[src/rtl/img_rom_arbiter.sv]
// rtl/img_rom_arbiter.sv - three-requester round-robin arbiter for a synchronous image ROM
//
// Purpose: shares one synchronous single-port image ROM between the background
// scan (requester 0) and two sprite engines (requesters 1-2). A request wins at
// edge k, gnt/mem_addr are presented for the cycle after edge k, and
// rvalid/rdata for the cycle after edge k+1. Also counts grants per frame.
//
// Optional feature macro: IMG_ROM_ARB_BG_PRIO_EN
//   defined   : requester 0 wins whenever eligible; 1 and 2 round-robin.
//   undefined : plain 3-way round-robin.
//
// Ports:
//   Clk        - system clock, rising edge
//   Reset_n    - asynchronous active-low reset
//   frame_clk  - frame strobe level, rising edge detected on Clk
//   req[2:0]   - per-requester read request
//   addr0..2   - per-requester read address
//   gnt[2:0]   - one-hot registered grant pulse
//   rvalid[2:0]- one-hot read-data-valid pulse
//   rdata      - shared read data (zero unless an rvalid bit is high)
//   mem_addr   - registered ROM address
//   mem_data   - ROM output, valid one Clk after mem_addr
//   busy       - any gnt or rvalid bit high
//   grant_cnt  - grants issued in the previous frame
module img_rom_arbiter #(
  parameter int AW = 19,
  parameter int DW = 8
) (
  input  logic          Clk,
  input  logic          Reset_n,
  input  logic          frame_clk,
  input  logic [2:0]    req,
  input  logic [AW-1:0] addr0,
  input  logic [AW-1:0] addr1,
  input  logic [AW-1:0] addr2,
  output logic [2:0]    gnt,
  output logic [2:0]    rvalid,
  output logic [DW-1:0] rdata,
  output logic [AW-1:0] mem_addr,
  input  logic [DW-1:0] mem_data,
  output logic          busy,
  output logic [15:0]   grant_cnt
);

  logic [2:0]    rr_ptr;
  logic [2:0]    next_ptr;
  logic [2:0]    elig;
  logic [2:0]    win;
  logic [2:0]    slot;
  logic [AW-1:0] sel_addr;
  logic          frame_q;
  logic          frame_rise;
  logic [15:0]   run_cnt;

  // A requester granted in the current cycle sits out this edge, which caps
  // each requester at one grant every two cycles.
  assign elig       = req & ~gnt;
  assign frame_rise = frame_clk & ~frame_q;

  always_comb begin
    win      = 3'b000;
    next_ptr = rr_ptr;
    slot     = 3'd0;
`ifdef IMG_ROM_ARB_BG_PRIO_EN
    // Background always first; the pointer only arbitrates between sprites.
    if (elig[0]) begin
      win = 3'b001;
    end else if (rr_ptr == 3'd2) begin
      if (elig[2])      win = 3'b100;
      else if (elig[1]) win = 3'b010;
    end else begin
      if (elig[1])      win = 3'b010;
      else if (elig[2]) win = 3'b100;
    end
    if (win[1])      next_ptr = 3'd2;
    else if (win[2]) next_ptr = 3'd0;
`else
    // Search pointer, pointer+1, pointer+2 (mod 3); first eligible wins.
    for (int k = 0; k < 3; k++) begin
      slot = rr_ptr + 3'(k);
      if (slot >= 3'd3) slot = slot - 3'd3;
      if ((win == 3'b000) && elig[slot[1:0]]) win[slot[1:0]] = 1'b1;
    end
    if (win[0])      next_ptr = 3'd1;
    else if (win[1]) next_ptr = 3'd2;
    else if (win[2]) next_ptr = 3'd0;
`endif
  end

  always_comb begin
    sel_addr = mem_addr;
    unique case (1'b1)
      win[0]:  sel_addr = addr0;
      win[1]:  sel_addr = addr1;
      win[2]:  sel_addr = addr2;
      default: sel_addr = mem_addr;
    endcase
  end

  always_ff @(posedge Clk or negedge Reset_n) begin
    if (!Reset_n) begin
      gnt       <= 3'b000;
      rvalid    <= 3'b000;
      mem_addr  <= '0;
      rr_ptr    <= 3'd0;
      frame_q   <= 1'b0;
      run_cnt   <= 16'd0;
      grant_cnt <= 16'd0;
    end else begin
      gnt     <= win;
      // The requester recorded at grant time receives the data, whether or
      // not it still holds req.
      rvalid  <= gnt;
      frame_q <= frame_clk;
      if (|win) begin
        mem_addr <= sel_addr;
        rr_ptr   <= next_ptr;
      end
      // A grant coinciding with the frame edge belongs to the new frame.
      if (frame_rise) begin
        grant_cnt <= run_cnt;
        run_cnt   <= {15'd0, |win};
      end else if ((|win) && (run_cnt != 16'hFFFF)) begin
        run_cnt <= run_cnt + 16'd1;
      end
    end
  end

  // The ROM registers its own output, so read data is passed straight
  // through during the rvalid cycle.
  assign rdata = (|rvalid) ? mem_data : '0;
  assign busy  = (|gnt) | (|rvalid);

endmodule

[config.mk]
export PLATFORM = sky130hd
export DESIGN_NAME = img_rom_arbiter
export DESIGN_NICKNAME = d
export VERILOG_FILES = /design/src/rtl/img_rom_arbiter.sv
export SDC_FILE = /design/constraint.sdc
export NUM_CORES = 1
export LEC_CHECK = 0
export ABC_AREA = 1
export CELL_PAD_IN_SITES_DETAIL_PLACEMENT = 2
export CELL_PAD_IN_SITES_GLOBAL_PLACEMENT = 2
export CORE_MARGIN = 2
export CORE_UTILIZATION = 26
export CTS_BUF_LIST = sky130_fd_sc_hd__clkbuf_16
export CTS_CLUSTER_SIZE = 24
export DETAILED_ROUTE_END_ITERATION = 8
export PLACE_DENSITY = 0.89
export SETUP_SLACK_MARGIN = 0.5
export SLEW_MARGIN = 0
export SYNTH_ARGS = -nofsm -noshare
export SYNTH_HDL_FRONTEND = slang
export SYNTH_SLANG_ARGS = --single-unit
[constraint.sdc]
create_clock -name Clk -period 6.5 [get_ports Clk]
set_clock_uncertainty 0.1 [all_clocks]
set_input_delay 1.3 -clock Clk [delete_from_list [all_inputs] [get_ports Clk]]
set_output_delay 1.3 -clock Clk [all_outputs]
set_load 0.005 [all_outputs]
# == Yosys cells after proc, flatten, opt, wreduce, memory -nomap -nowiden ==
# Index checks and enable logic that the tools add are counted.
# W data, S select, Z words.
# totals
regBits,61
latchBits,0
ramBits,0
rom_bits,0
in_bits,71
output_inout_bits,50
n_memories,0
# classes
n_addsub,6
multipliers,0
n_div,0
order_cmp,9
eq_ne,1
shifts,0
muxes,25
bitwise,7
reduce_logical,14
# ops
cell,count
$pmux W19 S3,1
$mux W16,2
$mux W3,6
$add A16 B1 Y16 const B,1
$ne A16 B16 Y1 const B,1
$ge A3 B2 Y1 const B,3
$lt A2 B3 Y1 const B,3
$reduce_or A3 Y1,3
$mux W8,1
$bmux W1 S2,3
$demux W1 S2,3
$ge A2 B1 Y1 const B,3
$logic_and A1 B1 Y1,6
$logic_not A3 Y1,2
$mux W1,6
$mux W2,3
$or A3 B3 Y3,2
$sub A2 B2 Y2 const B,3
$add A3 B1 Y3 const B,1
$add A3 B2 Y3 const B,1
$and A3 B3 Y3,1
$not A3 Y3,1
$reduce_bool A3 Y1,1
$reduce_and A2 Y1,1
4 further kinds,4

# == Longest topological paths before layout ==
# depth
depth_word,17
ltp_mapped,18

# == Least setup slack after synthesis ==
# OpenSTA, ideal clock, no wires.
# synth_timing
path_kind,input -> register
from,in req[2]
to,reg mem_addr[0]
setup_ps,117
arrival_ps,2750
t_required_ps,6283
path_slack_ps,3533
path_stages,16
n_path_buf,1
path_cell_list,inv_1 nor2_2 nand2_1 nand2_1 nand3_2 nand4_1 nand2_2 nor2_2 nand3_1 nand2_2 nand3_4 inv_4 buf_8 nand2_1 o21ai_1 inv_1
# synth_via
elab_chain_cells,12
# synth_lines
element,line_no,rtl
"start, declared",32,"input logic [2:0] req,"
$and A3 B3 Y3 (*),57,assign elig = req & ~gnt;
$bmux W1 S2,82,if ((win == 3'b000) && elig[slot[1:0]]) win[slot[1:0]] = 1'b1;
$mux W1 (not written as such),82,
$mux W3,82,
$logic_not A3 Y1,82,
$logic_and A1 B1 Y1,82,
$mux W3,82,
$logic_not A3 Y1,82,
$logic_and A1 B1 Y1,82,
$mux W3 (*),82,
$reduce_bool A3 Y1 (no source line) or $reduce_or A3 Y1 (tied branches),n/a,
$reduce_and A2 Y1 (no source line),n/a,
"end signal, assigned",116,mem_addr <= sel_addr;
"end, declared",39,"output logic [AW-1:0] mem_addr,"
# Every way passes the cells marked *; elsewhere a longest branch is shown, timed or not. The select of a mux whose other input is x is not followed.
# A chain may end at the register's enable or synchronous reset.

# == Worst setup path in the final report ==
# layout_timing
from,in req[2]
to,reg run_cnt[14]
# layout_via
elab_chain_cells,13
# layout_lines
element,line_no,rtl
$and A3 B3 Y3 (*),57,
$bmux W1 S2,82,
$mux W1 (not written as such),82,
$mux W3,82,
$logic_not A3 Y1,82,
$logic_and A1 B1 Y1,82,
$mux W3,82,
$logic_not A3 Y1,82,
$logic_and A1 B1 Y1,82,
$mux W3 (*),82,
$reduce_or A3 Y1 (*),123,end else if ((|win) && (run_cnt != 16'hFFFF)) begin
$logic_and A1 B1 Y1 (*),123,
$reduce_bool A2 Y1 (no source line) (*),n/a,
"end signal, assigned",122,"run_cnt <= {15'd0, |win};"
"end signal, assigned",124,run_cnt <= run_cnt + 16'd1;
"end, declared",53,logic [15:0] run_cnt;
# Marks and branches as above.

==> key figures <==
Floorplanning
  – Die height: 118 um
  – I/O Pins: 121
  – Die W: 118 um
  – Die area: about 14000 sq um
  – Site Rows: 41
  – Placeable Area: between 10000 and 15000 sq um
  – Initial Utilization: between 20% and 30%

Critical path
  – Critical Path End: run_cnt[14]$_DFFE_PN0P_
  – Type of origin of the critical path: primary input
  – WS Path Type: primary input to flop
  – Reg-to-Reg Start: rr_ptr[1]$_DFFE_PN0P_
  – Crit path largest cell delay: 0.46 ns
  – WP depth: 16
  – CP max FO: 18
  – R2r endpoint: run_cnt[14]$_DFFE_PN0P_
  – Worst path bufs/invs: 2
  – CP endpoint kind: flop
  – Cell mode on critical path: nand2_1
  – WP data required: 6.62 ns
  – Critical path arrival: 4.00 ns
  – R2R setup slack: 3.21 ns
  – Crit path max-delay family: simple AND/OR/NAND/NOR gates
  – R2R depth: 17
  – CP cell instances: clkdlybuf4s50_1, inv_1, nor2_2, nand2_1, nand2_1, o211ai_2, nand4_1, nand2_1, nor2_2, nand3_1, nand2_2, nand3_4, nand2_4, nand2_2, nand2_1, nand2_1
  – Start point of the critical path: req[2]
  – Worst-path cell with the longest stage delay: clkdlybuf4s50_1

Finish
  – Multi-input gate area: about 1600 sq um
  – Share of layout cells above drive strength 1: 6.55%
  – Area delta synth->final: 49.3%
  – Nets: roughly 670
  – Final core utilization: 40.1%
  – Reg area: 1500 sq um
  – Number of diodes: 0
  – Filler Cell Count: 1453

GRT
  – Antenna violations before repair: 0
  – First-pass GRT wire length: 21500 um
  – Total Routing Usage GR: 19.2%
  – Vias in the first global route: 4126
  – Grt ovf: 0
  – Largest net degree at the start of global routing: 61

Timing
  – Final Critical Period: approximately 3.9 ns
  – Slew Viols, Final: 0
  – Unrepaired setup endpoints after global routing: no
  – Setup TNS: 0 ns
  – Hold slack: around 0.35 ns
  – Fin. Hold Viols: 0
  – Final Cycle Share: ~60%
  – Fmax achieved: 0.258 GHz
  – Slew HR: 40.8%
  – Pin slew with the least headroom to its limit: 0.882 ns
  – Count of final setup violators: 0

Min path
  – Worst Hold Class: flop to flop

CTS
  – Clk_lat worst skew: 0.33 ns
  – Post-CTS Resized: 0
  – Clock slew at reported path FFs: 0.06 ns
  – Post-CTS setup buffer count: 0
  – TritonCTS clock tree: built
  – Clock Sinks: 60
  – CTS Buf Count: 9
  – Post-CTS Hold Buffers: 0
  – H-tree depth: 3
  – Clock buffer depth: 2
  – Root Driver: clkbuf_16

Run status
  – Status: completed

Detailed routing
  – Total number of vias: 3563
  – Wire per inst: 16.9 um
  – Remaining antenna violation count: 0
  – DR iter-0 viols: 90
  – Drt total wl: 13000 um
  – Drt pass-1 iters: 4
  – DR vias/cell: 4.65
  – Drt drc: 0

Yosys
  – Ys Warns: 0
  – Synth Register Bits: 60
  – Mux contribution to synthesized area: 0%
  – Adder-cell share of the synthesized area: under 10%
  – Synth Flop Type: dfrtp_1
  – Yosys cell types: 32
  – Syn_area_per_cell: 7.17 sq um
  – Ys async rst share: 100%
  – Seq/Total Area, Yosys: 44.2%
  – Post-synthesis cell count: ~470
  – Compound-cell area share of the yosys netlist: roughly 5.7%
  – Synth Area in XOR/XNOR: 2.83%
  – Number of flops mapped to enable cells by yosys: 0
  – Syn Nets: 550
  – Synth Cell Area: 3400 sq um
  – Largest family of logic cells by synthesized area: simple AND/OR/NAND/NOR gates
  – Simple-gate share of the synthesized area: 35.5%

Flow run
  – Max Cap Viol: 0

Placement
  – Final GP Congestion: 0.775
  – Post-DP HPWL: about 9200 um
  – Port buffer count: 120

Power
  – VDD IR-drop max: 0.000366 V
  – Leak: approximately 2.5 nW
  – Power per cell area: 652 nW/um^2
## worst register-to-register path: cells and delay by family (launching register included)
kind	cells	cell delay, ns
DFF	1	0.40
buffers and inverters	3	0.37
and+or+nand+nor	12	1.84
adders and majority gates	1	0.32
AOI/OAI and AO/OA	1	0.16
## final cells by class
class / instances / area share [%]
clock buffer: 9 / 4.44
clock inverter: 7 / 2.27
inverter: 63 / 4.76
multi-input combinational: 333 / 30.7
sequential: 60 / 29.6
tap: 172 / 4.24
timing repair buffer: 123 / 24.0
## cells by family after synthesis
kind of cell,Yosys count
xor gates and xnor gates,11
buffers and inverters,81
adders and majority gates,5
DFF,60
and+or+nand+nor,282
AOI/OAI and AO/OA,35
## power breakdown
group	switching (W)	internal, W
clock network	0.000185	0.000373
registers	0.0000778	0.000521
logic	0.00145	0.000698
total	0.00172	0.00159
## registers in the layout, indices dropped and copies added (netlist names)
register   count
gnt            3
grant_cnt     16
frame_q        1
rr_ptr         2
mem_addr      19
run_cnt       16
rvalid         3
## cells in the mapped netlist, types with 2 or more instances
library cell  number  area (sq um)
nand4_1           10          62.6
nand2_1          168           631
o21ai_1            2          10.0
nor2_2             4          25.0
nand3_1           32           160
dfrtp_1           60          1500
inv_4              2          12.5
ha_1               5          62.6
nand2_2            6          37.5
nor3_1             2          10.0
nor2_1            53           199
nand3_2            2          20.0
buf_2              9          45.0
xor2_1            11          96.3
clkbuf_1           6          22.5
o21ai_0           27           135
inv_1             60           225
## cell usage in the layout, fill, tap and decap left out, types with 3 or more instances in the layout
master and count:
o21ai_0 27, inv_1 60, ha_1 5, bufinv_16 3, nand2_2 6, nor2_2 4
buf_4 3, nand3_1 32, nand2_1 168, clkbuf_16 9, xor2_1 11, nor2_1 53
nand4_1 10, clkdlybuf4s50_1 119, dfrtp_1 60
## metal layers
metal / GRT usage [%] / wire (um) / vias up
met1: 23.1 / 5660 / 1762
met2: 34.0 / 6540 / 101
met5: 0 / 0 / -
met4: 4.37 / 108 / 0
li1: - / - / 1692
met3: 4.92 / 684 / 8
## worst min-delay path by stage
stage                           from  depth (start not counted)                  end
floorplan           gnt[1]$_DFF_PN0_                          0  rvalid[1]$_DFF_PN0_
global placement    gnt[1]$_DFF_PN0_                          0  rvalid[1]$_DFF_PN0_
detailed placement  gnt[1]$_DFF_PN0_                          0  rvalid[1]$_DFF_PN0_
CTS                 gnt[1]$_DFF_PN0_                          0  rvalid[1]$_DFF_PN0_
global route        gnt[1]$_DFF_PN0_                          0  rvalid[1]$_DFF_PN0_
finish              gnt[1]$_DFF_PN0_                          0  rvalid[1]$_DFF_PN0_
## metrics by stage
stage / instance area, sq um / cells / setup slack, ns / power, W
finish: 5080 / 767 / 2.62 / 0.00331
global route: 5080 / 767 / 2.38 / 0.00367
CTS: 5080 / 767 / 2.66 / 0.00337
detailed placement: 4740 / 751 / 2.39 / 0.00278
global placement: 4740 / 751 / 2.54 / 0.00262
floorplan: 3400 / 474 / 3.53 / 0.00206
Power figures use the tool's default switching activity.
